--- config.mk ---
export PLATFORM = sky130hd
export DESIGN_NAME = instr_fetch_queue
export DESIGN_NICKNAME = d
export VERILOG_FILES = /design/src/rtl/instr_fetch_queue.sv
export SDC_FILE = /design/constraint.sdc
export NUM_CORES = 1
export LEC_CHECK = 0
export ABC_AREA = 1
export CAP_MARGIN = 10
export CORE_MARGIN = 3
export CORE_UTILIZATION = 45
export CTS_BUF_LIST = sky130_fd_sc_hd__clkbuf_8 sky130_fd_sc_hd__clkbuf_16
export DETAILED_ROUTE_END_ITERATION = 7
export PLACE_DENSITY_LB_ADDON = 0.3
export SLEW_MARGIN = 0
export SYNTH_ARGS = -nofsm -noshare
export SYNTH_HDL_FRONTEND = slang
export SYNTH_SLANG_ARGS = --single-unit
--- constraint.sdc ---
create_clock -name clk -period 5.9 [get_ports clk]
set_input_delay 0.885 -clock clk [delete_from_list [all_inputs] [get_ports clk]]
set_output_delay 0.885 -clock clk [all_outputs]
set_load 0.03 [all_outputs]
--- src/rtl/instr_fetch_queue.sv ---
// IF-stage prefetch queue: sequential word fetch over req/ack, DEPTH-entry FIFO toward ID, flush on redirect.
// Head visible one cycle after ack (no bypass); ID stall holds the head. Optional perf counters: FETCH_PERF_CNT_EN.
module instr_fetch_queue #(
    parameter int          DEPTH    = 4,
    parameter logic [31:0] RESET_PC = 32'h0000_0000
) (
    input  logic                   clk,
    input  logic                   rst,
    output logic                   imem_req,
    output logic [31:0]            imem_addr,
    input  logic                   imem_ack,
    input  logic [31:0]            imem_rdata,
    output logic                   id_valid,
    output logic [31:0]            id_instr,
    output logic [31:0]            id_pc4,
    input  logic                   id_ready,
    input  logic                   redirect,
    input  logic [31:0]            redirect_pc,
    output logic [$clog2(DEPTH):0] queue_count
`ifdef FETCH_PERF_CNT_EN
    ,
    output logic [31:0]            perf_fetch_cnt,
    output logic [31:0]            perf_flush_cnt,
    output logic [31:0]            perf_stall_cnt
`endif
);

    localparam int AW = $clog2(DEPTH);
    localparam int CW = AW + 1;

    typedef enum logic [1:0] {
        S_REQ  = 2'd0,
        S_HOLD = 2'd1,
        S_KILL = 2'd2
    } state_t;

    typedef struct packed {
        logic [31:0] instr;
        logic [31:0] pc4;
    } entry_t;

    state_t          r_state;
    state_t          w_state_nxt;
    logic [31:0]     r_fetch_pc;
    logic [31:0]     w_fetch_pc_nxt;
    logic [31:0]     r_kill_pc;
    logic [31:0]     w_kill_pc_nxt;
    logic [AW-1:0]   r_wr_ptr;
    logic [AW-1:0]   r_rd_ptr;
    logic [CW-1:0]   r_count;
    logic [CW-1:0]   w_count_nxt;
    entry_t          r_fifo [DEPTH];
    entry_t          w_head;
    logic            w_req;
    logic            w_ack;
    logic            w_push;
    logic            w_pop;
    logic            w_space;
    logic [31:0]     w_redirect_pc;

    assign w_redirect_pc = {redirect_pc[31:2], 2'b00};
    assign w_ack         = w_req & imem_ack;
    // Redirect voids both the in-flight data and any pop in the same cycle.
    assign w_push        = w_ack & (r_state == S_REQ) & ~redirect;
    assign w_pop         = id_valid & id_ready & ~redirect;
    assign w_count_nxt   = r_count + CW'(w_push) - CW'(w_pop);
    // Evaluated only when nothing remains outstanding, so count alone decides space.
    assign w_space       = (w_count_nxt < CW'(DEPTH));

    // State register
    always_ff @(posedge clk) begin
        if (rst) begin
            r_state    <= S_REQ;
            r_fetch_pc <= RESET_PC;
            r_kill_pc  <= RESET_PC;
        end else begin
            r_state    <= w_state_nxt;
            r_fetch_pc <= w_fetch_pc_nxt;
            r_kill_pc  <= w_kill_pc_nxt;
        end
    end

    // Next-state logic
    always_comb begin
        w_state_nxt    = r_state;
        w_fetch_pc_nxt = r_fetch_pc;
        w_kill_pc_nxt  = r_kill_pc;
        if (redirect) begin
            if (w_req && !imem_ack) begin
                w_state_nxt   = S_KILL;
                w_kill_pc_nxt = w_redirect_pc;
            end else begin
                w_state_nxt    = S_REQ;
                w_fetch_pc_nxt = w_redirect_pc;
            end
        end else begin
            case (r_state)
                S_REQ: begin
                    if (w_ack) begin
                        w_fetch_pc_nxt = r_fetch_pc + 32'd4;
                        w_state_nxt    = w_space ? S_REQ : S_HOLD;
                    end
                end
                S_HOLD: begin
                    if (w_space) w_state_nxt = S_REQ;
                end
                S_KILL: begin
                    if (w_ack) begin
                        w_fetch_pc_nxt = r_kill_pc;
                        w_state_nxt    = S_REQ;
                    end
                end
                default: w_state_nxt = S_REQ;
            endcase
        end
    end

    // Output logic
    always_comb begin
        w_req     = ((r_state == S_REQ) || (r_state == S_KILL)) && !rst;
        imem_req  = w_req;
        imem_addr = r_fetch_pc;
    end

    always_ff @(posedge clk) begin
        if (rst) begin
            r_wr_ptr <= '0;
            r_rd_ptr <= '0;
            r_count  <= '0;
        end else if (redirect) begin
            r_wr_ptr <= '0;
            r_rd_ptr <= '0;
            r_count  <= '0;
        end else begin
            if (w_push) r_wr_ptr <= r_wr_ptr + AW'(1);
            if (w_pop)  r_rd_ptr <= r_rd_ptr + AW'(1);
            r_count <= w_count_nxt;
        end
    end

    always_ff @(posedge clk) begin
        if (w_push) begin
            r_fifo[r_wr_ptr] <= '{instr: imem_rdata, pc4: r_fetch_pc + 32'd4};
        end
    end

    assign w_head      = r_fifo[r_rd_ptr];
    assign id_valid    = (r_count != '0);
    assign id_instr    = id_valid ? w_head.instr : 32'd0;
    assign id_pc4      = id_valid ? w_head.pc4   : 32'd0;
    assign queue_count = r_count;

`ifdef FETCH_PERF_CNT_EN
    logic [31:0] r_perf_fetch;
    logic [31:0] r_perf_flush;
    logic [31:0] r_perf_stall;

    always_ff @(posedge clk) begin
        if (rst) begin
            r_perf_fetch <= '0;
            r_perf_flush <= '0;
            r_perf_stall <= '0;
        end else begin
            if (w_ack && (r_perf_fetch != 32'hFFFF_FFFF))            r_perf_fetch <= r_perf_fetch + 32'd1;
            if (redirect && (r_perf_flush != 32'hFFFF_FFFF))         r_perf_flush <= r_perf_flush + 32'd1;
            if (id_valid && !id_ready && (r_perf_stall != 32'hFFFF_FFFF)) r_perf_stall <= r_perf_stall + 32'd1;
        end
    end

    assign perf_fetch_cnt = r_perf_fetch;
    assign perf_flush_cnt = r_perf_flush;
    assign perf_stall_cnt = r_perf_stall;
`endif

endmodule

==> results_tabular.tex <==
\begin{tabular}{lr}
\hline
Metric & Value \\
\hline
\multicolumn{2}{l}{\textbf{Status}} \\
Run status & complete, no violations \\
\multicolumn{2}{l}{\textbf{Cells and area}} \\
Layout-stage area growth over the synthesis result & 22.5\% \\
Antenna Diode Count & 0 \\
Share of post-route cells with drive strength above 1 & approximately 7.9\% \\
Final core utilization & 56.6\% \\
Nets & about 1600 \\
\multicolumn{2}{l}{\textbf{Yosys}} \\
Count leader, synth & nor2\_1 \\
Top cells by count, synth & nor2\_1 (300), edfxtp\_1 (248), o21ai\_0 (188), nand2\_1 (165), a21oi\_1 (117) \\
Warning count from the yosys run & 0 \\
Cell type contributing the most total cell area after synthesis & edfxtp\_1 \\
Most used flip-flop cell after synthesis & edfxtp\_1 \\
Area fraction of the dominant cell type after synthesis & between 50\% and 60\% \\
Netlist Area Pre-Place & $\sim$14000 um\^{}2 \\
Synth Instances & 1379 \\
Top post-synthesis cells by area & edfxtp\_1 (54\%), dfxtp\_1 (10\%), nor2\_1 (8.1\%) \\
Number of synthesized register bits & 319 \\
Distinct cell type count of the synthesized netlist & 40 \\
Post-synthesis sequential area ratio & between 60\% and 70\% \\
Number of enable-type register cells in the synthesized netlist & 248 \\
Async S/R FF share, synth & 0\% \\
Mapped Avg Cell Area & roughly 10 um\^{}2 \\
\multicolumn{2}{l}{\textbf{Routing}} \\
Remaining routing DRC violations & 0 \\
DRC violation total after the first TritonRoute iteration & between 600 and 700 \\
Vias & roughly 10000 \\
Number of nets with antenna violations after routing & 0 \\
Average routed wire per standard cell & 17.0 um \\
Number of vias per cell & 5.14 \\
Drt first pass iters & 5 \\
Final Routed Wirelength & around 33000 um \\
\multicolumn{2}{l}{\textbf{Clock tree}} \\
Clock transition at the registers of the reported paths & approximately 60 ps \\
Post-CTS Resized & 0 \\
Hold bufs inserted after CTS & 0 \\
Total clock buffers created by CTS & 35 \\
TritonCTS clock tree & done \\
CTS sink cnt & 319 \\
Clock latency on the worst-skew pair & 500 ps \\
CTS H-Tree Depth & 2 \\
Number of buffers on the longest clock path & 3 \\
Post-CTS Setup Inserts & 0 \\
Buffer cell driving the clock tree root & clkbuf\_16 \\
\multicolumn{2}{l}{\textbf{Floorplanning}} \\
Placement row count & 63 \\
Vertical die dimension & between 150 and 200 um \\
Initial cell density of the core & a little under half \\
Horizontal die dimension & approximately 180 um \\
Core area & 30000 um\^{}2 \\
Die Outline Area & approximately 33000 um\^{}2 \\
IO Pins & 170 \\
\multicolumn{2}{l}{\textbf{GRT}} \\
Number of global-route vias before repair & $\sim$9700 \\
Number of antenna violations at the first check in global routing & 0 \\
Remaining Overflow, GRT & 0 \\
First-pass GRT wire length & $\sim$52000 um \\
Overall routing resource usage & just under 20\% \\
Maximum number of pins on one net before global-route repair & 87 \\
\multicolumn{2}{l}{\textbf{Pwr}} \\
Combinational group share of total power & about 7.6\% \\
Worst-case vdd ir drop & between 0.15 and 0.2 mV \\
Clock network power share & between 40\% and 50\% \\
Sw Ratio & about 22\% \\
Power spent charging and discharging nets & 1.13 mW \\
Leakage power of the design & 6.14 nW \\
Share of power burned in registers & 49.1\% \\
Ratio of total power to cell area & roughly 300 nW/um\^{}2 \\
Internal Pwr Total & 4.01 mW \\
\multicolumn{2}{l}{\textbf{Worst setup path}} \\
Type of the worst setup path & reg2out \\
Required arrival time at the worst endpoint & 5020 ps \\
Arrival time reported for the critical path endpoint & 3400 ps \\
Endpoint class of the critical path & output pin \\
Reg2Reg Launch Point & r\_state[0]\$\_SDFFE\_PP0P\_ \\
Critical Path Start Type & flop \\
Maximum fanout count along the critical path & 86 \\
\multicolumn{2}{l}{\textbf{STA}} \\
Maximum clock skew at final layout & around 23 ps \\
Final-report setup violation count & 0 \\
Final-report hold violation count & 0 \\
Final number of max-transition violations & 0 \\
Least setup slack across all paths after layout & 1620 ps \\
Final period util & around 73\% \\
Post-Route Setup TNS & 0 ps \\
F\_max & $\sim$0.23 GHz \\
Final critical delay including setup and external delays & about 4300 ps \\
Relative max-transition margin & a little under a third \\
Pin slew with the least headroom to its limit & $\sim$1000 ps \\
Unrepaired setup endpoints after global routing & false \\
\multicolumn{2}{l}{\textbf{Placement}} \\
Worst Setup Slack post-DPL & $\sim$1700 ps \\
I/O Buffers & $\sim$160 \\
Detailed-placement wirelength estimate & 19700 um \\
Routability cong. & around 0.84 \\
\multicolumn{2}{l}{\textbf{Hold path}} \\
Hold/Removal Path Class & reg2reg \\
Worst hold path startpoint & r\_state[1]\$\_SDFFE\_PP0P\_ \\
\multicolumn{2}{l}{\textbf{Flow run}} \\
MaxCap Viol Count & 0 \\
\hline
\end{tabular}
-- final timing paths --
check                            endpoint  slack, ps  depth (start not counted)
hold reg to reg   r_state[0]$_SDFFE_PP0P_        430                          1
setup / recovery             id_instr[10]       1620                          6
setup reg to reg  r_fifo[3][30]$_DFFE_PP_       2940                          6
hold / removal    r_state[0]$_SDFFE_PP0P_        430                          1
-- power by group through the flow --
stage | clock [mW] | sequential (mW) | combinational (mW)
4_1_cts | 2.27 | 2.52 | 0.395
6_report | 2.22 | 2.52 | 0.393
3_3_place_gp | 0 | 2.57 | 0.385
3_5_place_dp | 0 | 2.57 | 0.393
2_1_floorplan | 0 | 2.59 | 0.194
5_1_grt | 2.36 | 2.53 | 0.432
-- cell usage in the layout, fill, tap and decap left out, types with 8 or more instances in the layout --
cell and instances:
nor2_4 11, edfxtp_1 248, a221oi_1 8, dfxtp_1 69, clkbuf_16 35, o21ai_1 8
nand2_1 165, nand3_1 22, clkinv_1 8, or2_2 16, o21ai_0 188, buf_4 16
clkdlybuf4s50_1 163, a21oi_1 117, nor2_1 296, inv_1 89
-- layout make-up --
type	instances	area (um^2)
clock inverters	27	298
repair buffers	179	1750
multi-input cells	896	4350
fillers	2550	13000
flip-flops and latches	319	8870
well taps	390	488
clock buffers	35	876
inverters	86	324
-- cell families (layout without fill, tap and decap cells) --
family | Yosys count | in the layout | share of synthesized area (%)
AND/OR/NAND/NOR | 540 | 540 | 16.6
AO/OA/AOI/OAI | 327 | 327 | 12.2
flip-flops | 319 | 319 | 64.1
buffers and inverters | 167 | 327 | 4.85
XOR/XNOR | 17 | 17 | 1.45
adder cells (fa/ha/maj) | 8 | 8 | 0.777
other | 1 | 4 | 0.0271
-- layer usage --
metal  global-route usage (%)  up-vias  part of all wire (%)
met5                        0        -                     0
met2                     33.3      282                    48
met1                     27.0     4659                    45
met4                     4.69        0                   1.7
li1                         -     4940                     -
met3                     2.98       45                   5.1
-- worst max-delay path, stage by stage (launching register included) --
cell and delay [ps]:
dfxtp_4 980, buf_4 560, nor2_1 90, nor2_1 120
o21ai_0 120, a21oi_1 230, clkdlybuf4s50_1 710
-- state kept, by name (all words and copies together), names as in the netlist, named ones only --
register     count
imem_addr       30
r_wr_ptr         2
r_kill_pc       30
queue_count      3
r_rd_ptr         2
r_fifo         248
r_state          2
-- per-stage QoR --
| step | std cells | power, mW | hold WS (ps) | instance area [um^2] |
|---|---|---|---|---|
| after global placement | 1870 | 2.95 | 412 | 15800 |
| final | 1932 | 5.14 | 428 | 17000 |
| after CTS | 1932 | 5.19 | 436 | 17000 |
| after detailed placement | 1870 | 2.96 | 421 | 15800 |
| after floorplan | 1382 | 2.79 | 401 | 13900 |
| after global routing | 1932 | 5.32 | 445 | 17000 |
(Power assumes the default switching activity.)
